<file path="config.mk">
export PLATFORM = sky130hd
export DESIGN_NAME = pipeline_stall_ctrl
export DESIGN_NICKNAME = d
export VERILOG_FILES = /design/src/rtl/pipeline_stall_ctrl.sv
export SDC_FILE = /design/constraint.sdc
export NUM_CORES = 1
export LEC_CHECK = 0
export BUFFER_PORTS_ARGS = -buffer_cell sky130_fd_sc_hd__clkbuf_2
export CAP_MARGIN = 15
export CORE_MARGIN = 3
export CORE_UTILIZATION = 43
export CTS_CLUSTER_DIAMETER = 30
export DETAILED_ROUTE_END_ITERATION = 8
export HOLD_SLACK_MARGIN = 0.05
export MAX_ROUTING_LAYER = met4
export PLACE_DENSITY = 0.69
export SLEW_MARGIN = 20
export SYNTH_ARGS = -nofsm -noshare
export SYNTH_HDL_FRONTEND = slang
export SYNTH_SLANG_ARGS = --single-unit
</file>
<file path="constraint.sdc">
create_clock -name clk -period 3.86 [get_ports clk]
set_input_delay 0.772 -clock clk [delete_from_list [all_inputs] [get_ports clk]]
set_output_delay 0.772 -clock clk [all_outputs]
set_load 0.005 [all_outputs]
</file>
<file path="src/rtl/pipeline_stall_ctrl.sv">
// Central stall/flush control for the five-stage core: RAW hazard detection,
// taken-branch flushes, SRAM wait sequencing and saturating perf counters.
module pipeline_stall_ctrl #(
  parameter int MEM_WAIT_CYCLES = 5,
  parameter int CNT_W           = 16
) (
  input  logic             clk,
  input  logic             rst_n,
  input  logic             forward_en,
  input  logic             ID_valid,
  input  logic [3:0]       ID_src1,
  input  logic [3:0]       ID_src2,
  input  logic             ID_two_src,
  input  logic [3:0]       EXE_dst,
  input  logic             EXE_wb_en,
  input  logic             EXE_mem_read,
  input  logic [3:0]       MEM_dst,
  input  logic             MEM_wb_en,
  input  logic             MEM_mem_req,
  input  logic             mem_ready,
  input  logic             EXE_branch_taken,
  output logic             pc_freeze,
  output logic             if_id_freeze,
  output logic             id_exe_bubble,
  output logic             if_id_flush,
  output logic             id_exe_flush,
  output logic             exe_mem_freeze,
  output logic             mem_wb_bubble,
  output logic             mem_busy,
  output logic [CNT_W-1:0] stall_count,
  output logic [CNT_W-1:0] flush_count
);

  typedef enum logic [1:0] {IDLE, WAIT, DONE} state_t;

  localparam logic [7:0] WAIT_INIT = 8'(MEM_WAIT_CYCLES - 1);

  state_t     state, state_nxt;
  logic [7:0] wait_cnt, wait_cnt_nxt;
  logic       mem_freeze;
  logic       exe_hit1, exe_hit2, mem_hit1, mem_hit2;
  logic       hazard;

  always_ff @(posedge clk or negedge rst_n) begin
    if (!rst_n) begin
      state    <= IDLE;
      wait_cnt <= 8'd0;
    end else begin
      state    <= state_nxt;
      wait_cnt <= wait_cnt_nxt;
    end
  end

  always_comb begin
    state_nxt    = state;
    wait_cnt_nxt = wait_cnt;
    case (state)
      IDLE: if (MEM_mem_req) begin
        wait_cnt_nxt = WAIT_INIT;
        state_nxt    = WAIT;
      end
      WAIT: begin
        wait_cnt_nxt = (wait_cnt == 8'd0) ? 8'd0 : wait_cnt - 8'd1;
        if (wait_cnt == 8'd0 && mem_ready) state_nxt = DONE;
      end
      // The completing instruction is still in MEM, so its request is ignored.
      DONE:    state_nxt = IDLE;
      default: state_nxt = IDLE;
    endcase
  end

  assign mem_freeze = rst_n & (((state == IDLE) & MEM_mem_req) | (state == WAIT));

  // With forwarding only a load in EXE can't be bypassed; MEM results always can.
  assign exe_hit1 = EXE_wb_en & (EXE_dst == ID_src1) & (~forward_en | EXE_mem_read);
  assign exe_hit2 = EXE_wb_en & (EXE_dst == ID_src2) & (~forward_en | EXE_mem_read);
  assign mem_hit1 = ~forward_en & MEM_wb_en & (MEM_dst == ID_src1);
  assign mem_hit2 = ~forward_en & MEM_wb_en & (MEM_dst == ID_src2);
  assign hazard   = ID_valid & (exe_hit1 | mem_hit1 | (ID_two_src & (exe_hit2 | mem_hit2)));

  assign pc_freeze      = rst_n & (mem_freeze | (~EXE_branch_taken & hazard));
  assign if_id_freeze   = pc_freeze;
  assign id_exe_bubble  = rst_n & ~mem_freeze & ~EXE_branch_taken & hazard;
  assign if_id_flush    = rst_n & ~mem_freeze & EXE_branch_taken;
  assign id_exe_flush   = if_id_flush;
  assign exe_mem_freeze = mem_freeze;
  assign mem_wb_bubble  = mem_freeze;
  assign mem_busy       = rst_n & (state != IDLE);

  always_ff @(posedge clk or negedge rst_n) begin
    if (!rst_n) begin
      stall_count <= '0;
      flush_count <= '0;
    end else begin
      if (pc_freeze && stall_count != '1)   stall_count <= stall_count + CNT_W'(1);
      if (if_id_flush && flush_count != '1) flush_count <= flush_count + CNT_W'(1);
    end
  end

endmodule

</file>
# Word level (Yosys, flattened, before mapping)
# Index checks and enable logic that the tools add are counted.
[op_classes]
addsub = 3
eq_ne = 9
mux = 6
bitwise_logic = 27
n_reduce_logical = 9
[ops]
columns = ["operator", "n"]
rows = [
  ["$add A16 B1 Y16 const B", 2],
  ["$ne A16 B16 Y1 const B", 2],
  ["$and A1 B1 Y1", 18],
  ["$eq A4 B4 Y1", 4],
  ["$mux W8", 2],
  ["$pmux W8 S2", 1],
  ["$logic_not A8 Y1", 1],
  ["$sub A8 B1 Y8 const B", 1],
  ["$or A1 B1 Y1", 6],
  ["$mux W2", 2],
  ["$ne A2 B2 Y1 const B", 2],
  ["$pmux W2 S2", 1],
  ["$reduce_and A2 Y1", 2],
  ["$reduce_bool A2 Y1", 2],
  ["$logic_and A1 B1 Y1", 3],
  ["$not A1 Y1", 3],
  ["$eq A2 B1 Y1 const B", 1],
  ["$logic_not A2 Y1", 1],
]
[word_totals]
regBits = 42
in_bits = 27

# Longest topological paths before layout
[depth]
depth_word = 11
depth_mapped = 9
mapped_depth_nobuf = 8

# Worst setup path before layout
# OpenSTA, ideal clock, no wires.
[synth_timing]
kind = "input -> output"
start = "input EXE_dst[3]"
end = "output pc_freeze"
arrival_time_ns = 2.000
slack_ns = 1.088
stages = 6
path_buffers = 1
path_cell_list = "xnor2_1 -> nand4_1 -> or3_1 -> a311o_1 -> a21oi_1 -> buf_4"
[synth_between]
elab_chain_cells = 10
elab_cells_between_ends = 14
[synth_rtl]
columns = ["item", "line_no", "source"]
rows = [
  ["start, declared", "14", "input logic [3:0] EXE_dst,"],
  ["$eq A4 B4 Y1", "76", "assign exe_hit2 = EXE_wb_en & (EXE_dst == ID_src2) & (~forward_en | EXE_mem_read);"],
  ["$and A1 B1 Y1 (2 in series)", "76", ""],
  ["$or A1 B1 Y1", "79", "assign hazard = ID_valid & (exe_hit1 | mem_hit1 | (ID_two_src & (exe_hit2 | mem_hit2)));"],
  ["$and A1 B1 Y1", "79", ""],
  ["$or A1 B1 Y1 *", "79", ""],
  ["$and A1 B1 Y1 *", "79", ""],
  ["$and A1 B1 Y1 *", "81", "assign pc_freeze = rst_n & (mem_freeze | (~EXE_branch_taken & hazard));"],
  ["$or A1 B1 Y1 *", "81", ""],
  ["$and A1 B1 Y1 *", "81", ""],
  ["end, declared", "22", "output logic pc_freeze,"],
]
# Mark *: on every way between the ends. The rest lies on a longest branch, timed or not.

# Worst setup path after layout
[layout_timing]
start = "input EXE_dst[1]"
end = "output pc_freeze"
# Same word-level chain as after synthesis.

==> impl_metrics.tcl <==
set metrics [dict create \
    status "finished, final reports clean" \
    critical_path_class "in2out" \
    syn_area_um2 2240 \
    io_buffers 66 \
    synth_cell_types 39 \
    crit_required_ns 3.09 \
    postCtsResizedCells 0 \
    drt-pass1-iter-count 4 \
    setup_viol 0 \
    worstReg2RegStart "state[0]$_DFFE_PN0P_" \
    die_area_um2 6120 \
    grt_setup_unrepaired "false" \
    cp_max_fo 3 \
    yosys_warnings 0 \
    slew_violations 0 \
    antennaDiodeCount 0 \
    io_pins 67 \
    worstHoldPathType "in2async" \
    synth_ff_type "dfrtp_1" \
    place_area_um2 2620 \
    power.density_nw_per_um2 500 \
    cts_root_buf "clkbuf_8" \
    cts_buffers 5 \
    fin_tns_setup_ns 0 \
    num_vias 1782 \
    hold_buffers 0 \
    drt-total-wl_um 4620 \
    leakagePower_nw 1.33 \
    ant_nets 0 \
    clk_path_buf_depth 2 \
    synth_top_cell_area_share_pct 46.8 \
    cts_tree "yes" \
    grt_pass1_vias 1714 \
    h-tree-depth 2 \
    vdd_drop_max_v 0.000317 \
    ys_ff_latch 42 \
    syn-mean-instance-area_um2 10.3 \
    avgViaCountPerCell 5.05 \
    insertion_delay_ns 0.29 \
    endpoint_kind "output port" \
    overflow 0 \
    r2r_end "flush_count[15]$_DFFE_PN0P_" \
    die_y_um 78.2 \
    rows 25 \
    max_freq_mhz 331 \
    arrival_ns 2.25 \
    r2r_cells 6 \
    fin_crit_ns 3.03 \
    core_area_um2 4880 \
    grt_first_pass_wirelength_um 7990 \
    synth_edf_count 0 \
    area_growth_syn_to_layout_pct 21.6 \
    synth-seq-area-share_pct 46.8 \
    crit_path_start_kind "input pin" \
    track_usage_pct 16.8 \
    synth_fp_nets 249 \
    yosysTopAreaCell "dfrtp_1" \
    synthTopCellsByCount "dfrtp_1, xnor2_1, nand2_1" \
    antenna_found_initial 0 \
    place_congestion 0.814 \
    grt_max_degree 24 \
    worst_slew_pin_slew_ns 0.605 \
    dp_hpwl_um 3520 \
    min_period_over_period_pct 78.4 \
    first_iter_violations 36 \
    hold_violations 0 \
    slew_headroom_pct 59.6 \
    cts_setup_buffers 0 \
    wl_per_cell_um 13.1 \
    finClkSkew_ns 0.00582 \
    yosysMostFrequentCell "dfrtp_1" \
    die_x_um 78.2 \
    async_flop_share_pct 100 \
    yosys-top-cells-area "dfrtp_1, xnor2_1, xor2_1, nand4_1, nand3_1" \
    clkSinkCount 42 \
    start_util_pct 46.0 \
    clk_transition_reported_paths_ns 0.08 \
    rrSetupSlack_ns 1.52 \
    nNetsFinal 316 \
    cap_viol_max_count 0 \
    drc 0 \
    final_layout_size_suffix_gt1_share_pct 28.3 \
    syn_inst 218 \
    final_cell_area_um2 2730 \
]
==> layout by cell type (no fill, tap or decap), types with 2 or more instances in the layout <==
cell type / count
xor2_1: 12
nor2_1: 11
clkbuf_2: 66
clkbuf_8: 5
nor3_1: 7
a31oi_1: 2
ha_1: 4
o21ai_0: 8
dfrtp_1: 42
and4_1: 5
a21oi_1: 3
mux2_2: 2
and3_1: 9
nand2b_1: 2
nand3b_1: 2
nand3_1: 12
nand2_1: 15
buf_4: 2
or3_1: 2
inv_1: 9
nand4_1: 12
clkbuf_1: 2
xnor2_1: 35
==> per-layer routing <==
layer | vias to the layer above | track usage [%] | wire (um)
li1 | 889 | - | -
met1 | 846 | 23.5 | 2230
met2 | 42 | 24.6 | 2110
met3 | 5 | 4.93 | 236
met4 | 0 | 3.32 | 33
met5 | - | - | 0
==> metrics by stage <==
| step | std cells | utilization [%] | hold WS, ns | setup WS, ns | power [mW] |
|---|---|---|---|---|---|
| 3_3_place_gp | 345 | 53.7 | 0.475 | 0.853 | 1.03 |
| 4_1_cts | 353 | 55.9 | 0.478 | 0.830 | 1.38 |
| 3_5_place_dp | 345 | 53.7 | 0.482 | 0.839 | 1.04 |
| 5_1_grt | 353 | 55.9 | 0.481 | 0.699 | 1.49 |
| 2_1_floorplan | 218 | - | 0.465 | 1.09 | 0.896 |
| 6_report | 353 | 55.9 | 0.471 | 0.835 | 1.36 |
==> worst max path at each step <==
stage / end / startpoint / cells past startpoint
after floorplan: pc_freeze / EXE_dst[3] / 6
after global placement: pc_freeze / EXE_dst[1] / 7
after detailed placement: pc_freeze / EXE_dst[1] / 7
after CTS: pc_freeze / EXE_dst[1] / 7
after global routing: pc_freeze / EXE_dst[1] / 7
final: pc_freeze / EXE_dst[1] / 7
==> registers in the layout, summed over array words and instances (netlist names) <==
signal and flops:
flush_count 16, stall_count 16, state 2, wait_cnt 8
==> kinds of logic after synthesis <==
| logic type | count (synthesis) | synth area share, % |
|---|---|---|
| AO/OA/AOI/OAI | 19 | 5.74 |
| multiplexers | 4 | 1.95 |
| flip-flops | 42 | 46.8 |
| AND/OR/NAND/NOR | 85 | 21.1 |
| XOR/XNOR | 47 | 18.3 |
| adder cells (fa/ha/maj) | 4 | 2.23 |
| buffers and inverters | 17 | 3.74 |
==> critical path: stages <==
cell      delay, ns
clkbuf_2       0.10
xnor2_1        0.19
nand4_1        0.11
or3_1          0.31
a311o_1        0.33
a21oi_1        0.25
clkbuf_2       0.18
==> final cells by class <==
| type | count | area [um^2] |
|---|---|---|
| fill | 454 | 2150 |
| multi-input combinational | 159 | 1110 |
| sequential | 42 | 1050 |
| timing repair buffer | 68 | 345 |
| tap | 67 | 83.8 |
| clock buffer | 7 | 76.3 |
| inverter | 9 | 33.8 |
| clock inverter | 1 | 30.0 |
==> power breakdown <==
part,switching (mW),internal (mW),leakage [nW],total (mW)
Combinational,0.206,0.185,0.719,0.391
Sequential,0.102,0.533,0.554,0.635
Clock,0.144,0.194,0.0524,0.337
No activity file was read; power rests on OpenSTA's default activity.
